$ cat config.mk
export PLATFORM = sky130hd
export DESIGN_NAME = lane_sweep_controller_flat
export DESIGN_NICKNAME = d
export VERILOG_FILES = /design/src/rtl/lane_sweep_controller_pkg.sv /design/src/rtl/lane_sweep_controller_if.sv /design/src/rtl/lane_sweep_controller_reducer.sv /design/src/rtl/lane_sweep_controller.sv /design/src/flat_wrapper.sv
export SDC_FILE = /design/constraint.sdc
export NUM_CORES = 1
export LEC_CHECK = 0
export ABC_CLOCK_PERIOD_IN_PS = 5200
export CORE_MARGIN = 5
export CORE_UTILIZATION = 62
export DETAILED_ROUTE_END_ITERATION = 16
export DONT_BUFFER_PORTS = 1
export GPL_TIMING_DRIVEN = 0
export PLACE_DENSITY = 0.79
export SLEW_MARGIN = 40
export SYNTH_ARGS = -nofsm -noshare
export SYNTH_HDL_FRONTEND = slang
export SYNTH_SLANG_ARGS = --single-unit
$ cat constraint.sdc
create_clock -name clk -period 5.2 [get_ports clk]
set_clock_uncertainty 0.05 [all_clocks]
set_input_delay 1.04 -clock clk [delete_from_list [all_inputs] [get_ports clk]]
set_output_delay 1.04 -clock clk [all_outputs]
set_load 0.005 [all_outputs]
$ cat src/rtl/lane_sweep_controller_pkg.sv
`default_nettype none
//==============================================================================
// Package  : lane_ctrl_pkg
// Brief    : Shared types, mode constants and width helpers for the lane
//            sweep controller and its reducer.
// Revision : 1.0 - initial release
//==============================================================================
package lane_ctrl_pkg;

    typedef enum logic [2:0] {
        ST_IDLE   = 3'd0,
        ST_FETCH  = 3'd1,
        ST_REDUCE = 3'd2,
        ST_APPLY  = 3'd3,
        ST_WRITE  = 3'd4,
        ST_DONE   = 3'd5
    } state_t;

    localparam logic MODE_COPY = 1'b0;
    localparam logic MODE_ROT  = 1'b1;

    // clog2 that never returns 0, so degenerate sizes still give a 1-bit bus
    function automatic int safe_clog2(input int n);
        return (n <= 2) ? 1 : $clog2(n);
    endfunction

    function automatic int addr_w(input int dim);
        return safe_clog2(dim * dim);
    endfunction

    function automatic int idx_w(input int dim);
        return safe_clog2(dim);
    endfunction

    function automatic int rot_w(input int lane_w);
        return safe_clog2(lane_w);
    endfunction

endpackage
`default_nettype wire

$ cat src/rtl/lane_sweep_controller_if.sv
`default_nettype none
//==============================================================================
// Interface : lane_sweep_controller_if
// Brief     : Control, offset-ROM and lane-memory/rotator strobes of the lane
//             sweep controller. master = sequencer client, slave = controller.
// Revision  : 1.0 - initial release
//==============================================================================
interface lane_sweep_controller_if #(
    parameter int DIM    = 5,
    parameter int LANE_W = 64,
    parameter int OFF_W  = 9
);
    localparam int AW = lane_ctrl_pkg::addr_w(DIM);
    localparam int IW = lane_ctrl_pkg::idx_w(DIM);
    localparam int RW = lane_ctrl_pkg::rot_w(LANE_W);

    logic             start;
    logic             mode;
    logic             hold;
    logic [OFF_W-1:0] offset_in;
    logic             busy;
    logic             done;
    logic [AW-1:0]    mem_addr;
    logic             mem_rd;
    logic             mem_wr;
    logic             rot_en;
    logic [RW-1:0]    rot_amt;
    logic [IW-1:0]    line_idx;
    logic [IW-1:0]    lane_idx;

    modport master (
        output start, mode, hold, offset_in,
        input  busy, done, mem_addr, mem_rd, mem_wr, rot_en, rot_amt,
               line_idx, lane_idx
    );

    modport slave (
        input  start, mode, hold, offset_in,
        output busy, done, mem_addr, mem_rd, mem_wr, rot_en, rot_amt,
               line_idx, lane_idx
    );

endinterface
`default_nettype wire

$ cat src/rtl/lane_sweep_controller_reducer.sv
`default_nettype none
//==============================================================================
// Module   : lane_offset_reducer
// Brief    : Holds the per-lane remainder and reduces it modulo LANE_W by one
//            subtraction of LANE_W per step.
// Revision : 1.0 - initial release
//==============================================================================
module lane_offset_reducer #(
    parameter int LANE_W = 64,
    parameter int OFF_W  = 9
) (
    input  wire logic             clk,
    input  wire logic             rst,
    input  wire logic             load,
    input  wire logic             step,
    input  wire logic [OFF_W-1:0] offset,
    output logic      [OFF_W-1:0] rem,
    output logic                  ge_lane
);
    // One extra bit so LANE_W == 2**OFF_W still compares correctly
    localparam logic [OFF_W:0]   c_LANE_CMP = (OFF_W + 1)'(LANE_W);
    localparam logic [OFF_W-1:0] c_LANE_SUB = OFF_W'(LANE_W);

    logic [OFF_W-1:0] r_rem;

    assign rem     = r_rem;
    assign ge_lane = ({1'b0, r_rem} >= c_LANE_CMP);

    // Remainder register: load wins over step; step only ever issued when ge_lane
    always_ff @(posedge clk) begin
        if (rst) begin
            r_rem <= '0;
        end else if (load) begin
            r_rem <= offset;
        end else if (step) begin
            r_rem <= r_rem - c_LANE_SUB;
        end
    end

endmodule
`default_nettype wire

$ cat src/rtl/lane_sweep_controller.sv
`default_nettype none
//==============================================================================
// Module   : lane_sweep_controller
// Brief    : Walks a DIM x DIM grid of lanes; per lane fetches, reduces the
//            rotation offset modulo LANE_W, drives the rotator and writes back.
// Revision : 1.0 - initial release
//==============================================================================
module lane_sweep_controller
    import lane_ctrl_pkg::*;
#(
    parameter int DIM    = 5,
    parameter int LANE_W = 64,
    parameter int OFF_W  = 9
) (
    input wire logic                clk,
    input wire logic                rst,
    lane_sweep_controller_if.slave  bus
);
    localparam int AW = addr_w(DIM);
    localparam int IW = idx_w(DIM);
    localparam int RW = rot_w(LANE_W);

    localparam logic [IW-1:0] c_LAST_IDX = IW'(DIM - 1);
    localparam logic [AW-1:0] c_DIM_A    = AW'(DIM);

    state_t           r_state;
    logic             r_mode;
    logic [IW-1:0]    r_line;
    logic [IW-1:0]    r_lane;
    logic             r_busy;
    logic             r_rd;
    logic             r_wr;
    logic             r_rot;
    logic             r_done;

    logic [OFF_W-1:0] w_rem;
    logic             w_ge_lane;
    logic             w_frozen;
    logic             w_load;
    logic             w_step;
    logic             w_last_lane;
    logic             w_last_line;

    // hold stalls everything once a sweep is under way; in IDLE it only blocks start
    assign w_frozen    = bus.hold && (r_state != ST_IDLE);
    assign w_load      = (r_state == ST_FETCH)  && !bus.hold;
    assign w_step      = (r_state == ST_REDUCE) && w_ge_lane && !bus.hold;
    assign w_last_lane = (r_lane == c_LAST_IDX);
    assign w_last_line = (r_line == c_LAST_IDX);

    lane_offset_reducer #(
        .LANE_W (LANE_W),
        .OFF_W  (OFF_W)
    ) u_reducer (
        .clk     (clk),
        .rst     (rst),
        .load    (w_load),
        .step    (w_step),
        .offset  (bus.offset_in),
        .rem     (w_rem),
        .ge_lane (w_ge_lane)
    );

    // Sequencer: state, counters and strobe flags for the state being entered
    always_ff @(posedge clk) begin
        if (rst) begin
            r_state <= ST_IDLE;
            r_mode  <= MODE_COPY;
            r_line  <= '0;
            r_lane  <= '0;
            r_busy  <= 1'b0;
            r_rd    <= 1'b0;
            r_wr    <= 1'b0;
            r_rot   <= 1'b0;
            r_done  <= 1'b0;
        end else if (!w_frozen) begin
            r_rd   <= 1'b0;
            r_wr   <= 1'b0;
            r_rot  <= 1'b0;
            r_done <= 1'b0;
            case (r_state)
                ST_IDLE: begin
                    if (bus.start && !bus.hold) begin
                        r_mode  <= bus.mode;
                        r_state <= ST_FETCH;
                        r_busy  <= 1'b1;
                        r_rd    <= 1'b1;
                    end
                end
                ST_FETCH: begin
                    if (r_mode == MODE_ROT) begin
                        r_state <= ST_REDUCE;
                    end else begin
                        r_state <= ST_APPLY;
                        r_rot   <= 1'b1;
                    end
                end
                ST_REDUCE: begin
                    if (!w_ge_lane) begin
                        r_state <= ST_APPLY;
                        r_rot   <= 1'b1;
                    end
                end
                ST_APPLY: begin
                    r_state <= ST_WRITE;
                    r_wr    <= 1'b1;
                end
                ST_WRITE: begin
                    if (w_last_lane && w_last_line) begin
                        r_state <= ST_DONE;
                        r_done  <= 1'b1;
                    end else begin
                        r_state <= ST_FETCH;
                        r_rd    <= 1'b1;
                        if (w_last_lane) begin
                            r_lane <= '0;
                            r_line <= r_line + IW'(1);
                        end else begin
                            r_lane <= r_lane + IW'(1);
                        end
                    end
                end
                ST_DONE: begin
                    r_state <= ST_IDLE;
                    r_busy  <= 1'b0;
                    r_line  <= '0;
                    r_lane  <= '0;
                end
                default: begin
                    r_state <= ST_IDLE;
                    r_busy  <= 1'b0;
                end
            endcase
        end
    end

    // Strobes are suppressed while stalled and in the reset cycle itself
    assign bus.mem_rd   = r_rd   && !bus.hold && !rst;
    assign bus.mem_wr   = r_wr   && !bus.hold && !rst;
    assign bus.rot_en   = r_rot  && !bus.hold && !rst;
    assign bus.done     = r_done && !bus.hold && !rst;
    assign bus.busy     = r_busy;
    assign bus.line_idx = r_line;
    assign bus.lane_idx = r_lane;
    assign bus.mem_addr = (AW'(r_line) * c_DIM_A) + AW'(r_lane);
    assign bus.rot_amt  = ((r_state == ST_APPLY) && (r_mode == MODE_ROT)) ? RW'(w_rem) : '0;

endmodule
`default_nettype wire

$ cat src/flat_wrapper.sv
// flat-port wrapper written by rule: the top's interface ports become plain ports
module lane_sweep_controller_flat import lane_ctrl_pkg::*;
#(
    parameter int DIM    = 5,
    parameter int LANE_W = 64,
    parameter int OFF_W  = 9
)
  (clk, rst, bus_start, bus_mode, bus_hold, bus_offset_in, bus_busy, bus_done, bus_mem_addr, bus_mem_rd, bus_mem_wr, bus_rot_en, bus_rot_amt, bus_line_idx, bus_lane_idx);
  lane_sweep_controller_if #(.DIM(DIM), .LANE_W(LANE_W), .OFF_W(OFF_W)) bus_i ();
  input wire logic clk;
  input wire logic rst;
  input wire logic [$bits(bus_i.start)-1:0] bus_start;
  input wire logic [$bits(bus_i.mode)-1:0] bus_mode;
  input wire logic [$bits(bus_i.hold)-1:0] bus_hold;
  input wire logic [$bits(bus_i.offset_in)-1:0] bus_offset_in;
  output wire logic [$bits(bus_i.busy)-1:0] bus_busy;
  output wire logic [$bits(bus_i.done)-1:0] bus_done;
  output wire logic [$bits(bus_i.mem_addr)-1:0] bus_mem_addr;
  output wire logic [$bits(bus_i.mem_rd)-1:0] bus_mem_rd;
  output wire logic [$bits(bus_i.mem_wr)-1:0] bus_mem_wr;
  output wire logic [$bits(bus_i.rot_en)-1:0] bus_rot_en;
  output wire logic [$bits(bus_i.rot_amt)-1:0] bus_rot_amt;
  output wire logic [$bits(bus_i.line_idx)-1:0] bus_line_idx;
  output wire logic [$bits(bus_i.lane_idx)-1:0] bus_lane_idx;
  assign bus_i.start = bus_start;
  assign bus_i.mode = bus_mode;
  assign bus_i.hold = bus_hold;
  assign bus_i.offset_in = bus_offset_in;
  assign bus_busy = bus_i.busy;
  assign bus_done = bus_i.done;
  assign bus_mem_addr = bus_i.mem_addr;
  assign bus_mem_rd = bus_i.mem_rd;
  assign bus_mem_wr = bus_i.mem_wr;
  assign bus_rot_en = bus_i.rot_en;
  assign bus_rot_amt = bus_i.rot_amt;
  assign bus_line_idx = bus_i.line_idx;
  assign bus_lane_idx = bus_i.lane_idx;
  lane_sweep_controller #(.DIM(DIM), .LANE_W(LANE_W), .OFF_W(OFF_W)) u_core (.clk(clk), .rst(rst), .bus(bus_i));
endmodule
# == Word-level counts from Yosys, hierarchy flattened ==
# Index checks and enable logic that the tools add are counted.
# W data, S select, Z words.
# word_totals
reg_bits,24
inputBits,14
wordCells,81
# op_classes
add_sub_neg,4
n_mul,1
magnitude_cmp,1
eq_ne,11
muxes,25
n_bitwise,2
reduce_logical,27
# op_table
operator,n
$mux W3,7
$mux W9,2
$logic_and A1 B1 Y1,15
$pmux W3 S5,1
$eq A3 B3 Y1 const B,4
$pmux W3 S2,2
$reduce_and A3 Y1,4
$ge A9 B7 Y1 const B,1
$mux W1,9
$sub A9 B7 Y9 const B,1
$add A3 B1 Y3 const B,2
$eq A3 B2 Y1 const B,2
$mux W6,1
$pmux W1 S2,3
$add A5 B3 Y5,1
$mul A3 B3 Y5 const B,1
$ne A2 B1 Y1 const B,2
$ne A2 B2 Y1 const B,2
$reduce_and A4 Y1,1
$reduce_bool A2 Y1,2
$reduce_or A4 Y1,1
$eq A3 B1 Y1 const B,1
$logic_not A3 Y1,1
$reduce_bool A3 Y1,1
other kinds (2),4

# == Longest topological paths before layout ==
# logic_depth
depth_word,5
ltp_mapped,6
ltp_nobuf,6

# == Cells and area by module ==
# From an unflattened synthesis, not the netlist that was laid out.
# hier_totals
cells_unflattened,180
hier_area_um2,1549.0
# modules_own_cells
module,instances,cells_per_inst,area_each_um2
lane_sweep_controller,1,138,1131.1
lane_offset_reducer,1,42,417.9

# == Least setup slack after synthesis ==
# OpenSTA, ideal clock, no wires.
# synth_timing
path_kind,input to output
from,in bus_hold
to,out bus_done
t_arrival_ns,1.819
required_time_ns,4.110
slack_ns,2.291
stages,4
n_path_buf,2
path_cell_list,buf_1 > clkbuf_1 > nor2_1 > and2_1
# synth_via
elab_chain_cells,3
# synth_lines
element,line,rtl
from (decl),flat_wrapper.sv:14,input wire logic [$bits(bus_i.hold)-1:0] bus_hold;
$logic_not A1 Y1,lane_sweep_controller.sv:141,assign bus.done = r_done && !bus.hold && !rst;
$logic_and A1 B1 Y1 (2 in a row),lane_sweep_controller.sv:141,
to (decl),flat_wrapper.sv:17,output wire logic [$bits(bus_i.done)-1:0] bus_done;
# No other way between the ends.

# == Final worst setup path ==
# layout_timing
from,"reg u_core.r_line[2], in the netlist u_core.bus.line_idx[2]"
to,out bus_mem_addr[4]
# layout_via
elab_chain_cells,2
# layout_lines
element,line,rtl
from (decl),lane_sweep_controller.sv:28,logic [IW-1:0] r_line;
from (signal assigned),lane_sweep_controller.sv:117,r_line <= r_line + IW'(1);
$mul A3 B3 Y5,lane_sweep_controller.sv:145,assign bus.mem_addr = (AW'(r_line) * c_DIM_A) + AW'(r_lane);
$add A5 B3 Y5,lane_sweep_controller.sv:145,
to (decl),flat_wrapper.sv:18,output wire logic [$bits(bus_i.mem_addr)-1:0] bus_mem_addr;
# No other way between the ends.

==> qor_table.md <==
| Step | Parameter | Value |
|:---|:---|:---|
| detailed routing | Routed wire per std cell | 15.7 um |
| timing | Part of the cycle the worst path needs | 64.0% |
| detailed routing | Total Wirelength | 3460 um |
| run status | Run status | finished, final reports clean |
| logic synthesis | Number of standard cells after synthesis | 188 |
| finish | Nets | 222 |
| clock tree | Insertion delay of the later-clocked pin in the worst-skew pair | 0.32 ns |
| grt | Largest net degree at the start of global routing | 15 |
| floorplan | Initial cell density of the core | 66.5% |
| logic synthesis | Prevailing post-synth register cell | sky130_fd_sc_hd__dfxtp_1 |
| grt | Total routing resource utilization after global routing | 21.1% |
| timing | Slew of the pin with the lowest slew margin | 0.491 ns |
| grt | Number of antenna violations at the first check in global routing | 0 |
| worst setup path | Type of the worst setup path | flop to primary output |
| logic synthesis | Netlist area before placement | 1510 sq um |
| detailed routing | 1st-pass router iterations | 4 |
| grt | First-pass GRT wire length | 5750 um |
| floorplan | Die ar. | 3530 sq um |
| run | Max-capacitance violation count | 0 |
| timing | Summed negative setup slack over all endpoints | 0 ns |
| finish | Storage cell area | 480 sq um |
| placed design | IO buf count | 0 |
| finish | Filler Cells Inserted | 198 |
| clock tree | Post-CTS Hold Fix Bufs | 0 |
| clock tree | # H-tree levels | 1 |
| detailed routing | Iteration-0 DRC Markers | 40 |
| clock tree | Clk pin slew, worst setup/hold paths | 0.14 ns |
| floorplan | Die height | 59.4 um |
| power | Standby leakage power | 0.620 nW |
| logic synthesis | Proportion of synthesized area in mux cells | 0.662% |
| floorplan | Die extent in x | 59.4 um |
| logic synthesis | Post-Synthesis Mean Instance Area | 8.05 sq um |
| detailed routing | Number of remaining DRC errors | 0 |
| timing | Final critical-path required period | 3.33 ns |
| worst setup path | Largest fanout on the critical path | 7 |
| detailed routing | Antenna violation net count after detailed routing | 0 |
| clock tree | Root buffer cell | sky130_fd_sc_hd__clkbuf_4 |
| logic synthesis | Post-synth EDFFs | 0 |
| worst setup path | Data arrival time of the critical path | 2.24 ns |
| floorplan | Std-Cell Core Area | 2280 sq um |
| floorplan | Number of placement rows | 17 |
| grt | Most used routing layer in global routing | met2 |
| logic synthesis | Yosys cell types | 44 |
| finish | Antenna cells | 0 |
| timing | Final number of max-transition violations | 0 |
| logic synthesis | Main combinational cell family by area after synthesis | simple AND/OR/NAND/NOR gates |
| logic synthesis | Synthesized-area fraction occupied by xor and xnor cells | 1.74% |
| grt | Total congestion overflow after global routing | 0 |
| worst hold path | Type of the tightest min-delay check | flop to flop |
| power | Pwr/cell area | 240 nW/um^2 |
| logic synthesis | Area fraction in and, or, nand and nor cells after synthesis | 25.4% |
| timing | Slew HR | 67.3% |
| clock tree | Post-cts gate resize count | 0 |
| worst setup path | Data required time of the worst path | 4.11 ns |
| clock tree | Max clock buf depth | 2 |
| power | Peak supply drop | 157 uV |
| clock tree | Post CTS Setup Buffer Count | 0 |
| grt | Number of global-route vias before repair | 1,282 |
| timing | Setup violation total in the final timing report | 0 |
| clock tree | TritonCTS Buffers | 3 |
| detailed routing | DR vias/cell | 6.05 |
| finish | Proportion of layout cells with a drive suffix above 1 | 4.17% |
| grt | M2 GR Usage | 35.3% |
| clock tree | Clock tree from TritonCTS | done |
| worst setup path | Register-to-Register Setup Slack | 3.28 ns |
| clock tree | CTS sink count | 24 |
| placed design | Routability congestion estimate from global placement | 0.845 |
| timing | Final Hold Violating Endpoints | 0 |
| logic synthesis | Synthesized net count | 217 |
| logic synthesis | Share of flip-flops with an asynchronous set or reset after synthesis | 0% |
| logic synthesis | Post-synthesis sequential area ratio | 31.8% |
| worst setup path | Kind of end point of the critical path | primary output |
| finish | Layout-stage area growth over the synthesis result | 5.79% |
| detailed routing | Via count of the routed design | 1,332 |
| grt | Grt met1 use | 26.1% |
| timing | Setup repair after global routing missed its margin | false |
| finish | Multi-input gate area | 938 sq um |
| timing | Fmax | 301 MHz |
| floorplan | Top Ports | 36 |
| grt | Met3 layer usage reported by global route | 5.01% |
| logic synthesis | Fraction of the mapped netlist area in compound gates | 21.3% |
| placed design | Sum of net half-perimeters after detailed placement | 2620 um |
| power | Overall power of the completed layout | 0.384 mW |
| logic synthesis | Synthesized-area fraction occupied by adder cells | 12.9% |
| logic synthesis | Synth warn | 0 |
| worst setup path | Nature of the critical path startpoint | flop |
| logic synthesis | Flops & latches, synth | 24 |
==> cells by family (layout without fill, tap and decap cells) <==
kind of cell	after synthesis	in the layout
AO/OA/AOI/OAI	50	50
buffers and inverters	25	29
flip-flops	24	24
AND/OR/NAND/NOR	70	70
XOR/XNOR	3	3
multiplexers	1	1
adder cells (fa/ha/maj)	15	15
==> stage by stage <==
stage	instance area [sq um]	setup WS [ns]	hold slack, ns	instances	util [%]
5_1_grt	1600	1.78	0.463	220	70.3
6_report	1600	1.87	0.432	220	70.3
2_1_floorplan	1510	2.29	0.395	188	-
3_3_place_gp	1550	2.11	0.405	216	68.0
3_5_place_dp	1550	2.10	0.415	216	68.0
4_1_cts	1600	1.86	0.434	220	70.3
==> worst max-delay path: stages, from the launching register on <==
cell,delay [ns]
sky130_fd_sc_hd__dfxtp_1,0.52
sky130_fd_sc_hd__ha_1,0.30
sky130_fd_sc_hd__ha_1,0.29
sky130_fd_sc_hd__ha_1,0.29
sky130_fd_sc_hd__a21o_1,0.17
sky130_fd_sc_hd__a21oi_1,0.17
sky130_fd_sc_hd__xnor2_1,0.16
==> cell usage in the layout (no fill, tap or decap), types with 3 or more instances in the layout <==
cell,instances
sky130_fd_sc_hd__nor2_1,10
sky130_fd_sc_hd__and2_1,10
sky130_fd_sc_hd__nand4b_1,3
sky130_fd_sc_hd__a21oi_1,20
sky130_fd_sc_hd__clkbuf_1,10
sky130_fd_sc_hd__nand2_1,21
sky130_fd_sc_hd__o21ai_0,10
sky130_fd_sc_hd__ha_1,14
sky130_fd_sc_hd__nor3_1,7
sky130_fd_sc_hd__dfxtp_1,24
sky130_fd_sc_hd__clkbuf_4,3
sky130_fd_sc_hd__inv_1,14
==> report_power, final <==
group / switching [mW] / leakage [nW] / internal, mW
Clock: 0.0609 / 0.0279 / 0.0780
Combinational: 0.0303 / 0.397 / 0.0186
Sequential: 0.00559 / 0.195 / 0.191
==> routing by layer <==
layer,part of all wire [%],up-vias
met3,7.5,9
met4,1.9,0
li1,-,666
met2,48,47
met5,0,-
met1,43,610
==> path summary, 6_finish.rpt <==
check / start / end / cells past startpoint
max: u_core.bus.line_idx[2] / bus_mem_addr[4] / 6
min: u_core.u_reducer.rem[4] / u_core.u_reducer.rem[4] / 2
max reg2reg: u_core.u_reducer.rem[6] / u_core.u_reducer.rem[8] / 5
min reg2reg: u_core.u_reducer.rem[4] / u_core.u_reducer.rem[4] / 2
==> registers in the layout, summed over array words and instances, names as in the netlist <==
name,flops
u_core.r_done,1
u_core.r_mode,1
u_core.bus.busy,1
u_core.bus.lane_idx,3
u_core.u_reducer.rem,9
u_core.r_rd,1
u_core.r_state,3
u_core.r_wr,1
u_core.bus.line_idx,3
u_core.r_rot,1
==> synthesized netlist by cell type (3+ instances only) <==
cell                       number  area [sq um]
sky130_fd_sc_hd__o21ai_0       10          50.1
sky130_fd_sc_hd__inv_1         14          52.6
sky130_fd_sc_hd__ha_1          14           175
sky130_fd_sc_hd__nand4b_1       3          26.3
sky130_fd_sc_hd__dfxtp_1       24           480
sky130_fd_sc_hd__nand2_1       21          78.8
sky130_fd_sc_hd__clkbuf_1      10          37.5
sky130_fd_sc_hd__a21oi_1       20           100
sky130_fd_sc_hd__and2_1        10          62.6
sky130_fd_sc_hd__nor3_1         7          35.0
sky130_fd_sc_hd__nor2_1        10          37.5
==> cell type report <==
class | instances | area share [%]
clock inverters | 1 | 1.88
clock buffers | 3 | 1.41
inverters | 14 | 3.28
flip-flops and latches | 24 | 30.0
well taps | 28 | 2.19
plain buffers | 11 | 2.58
multi-input cells | 139 | 58.6
Power figures use the tool's default switching activity.
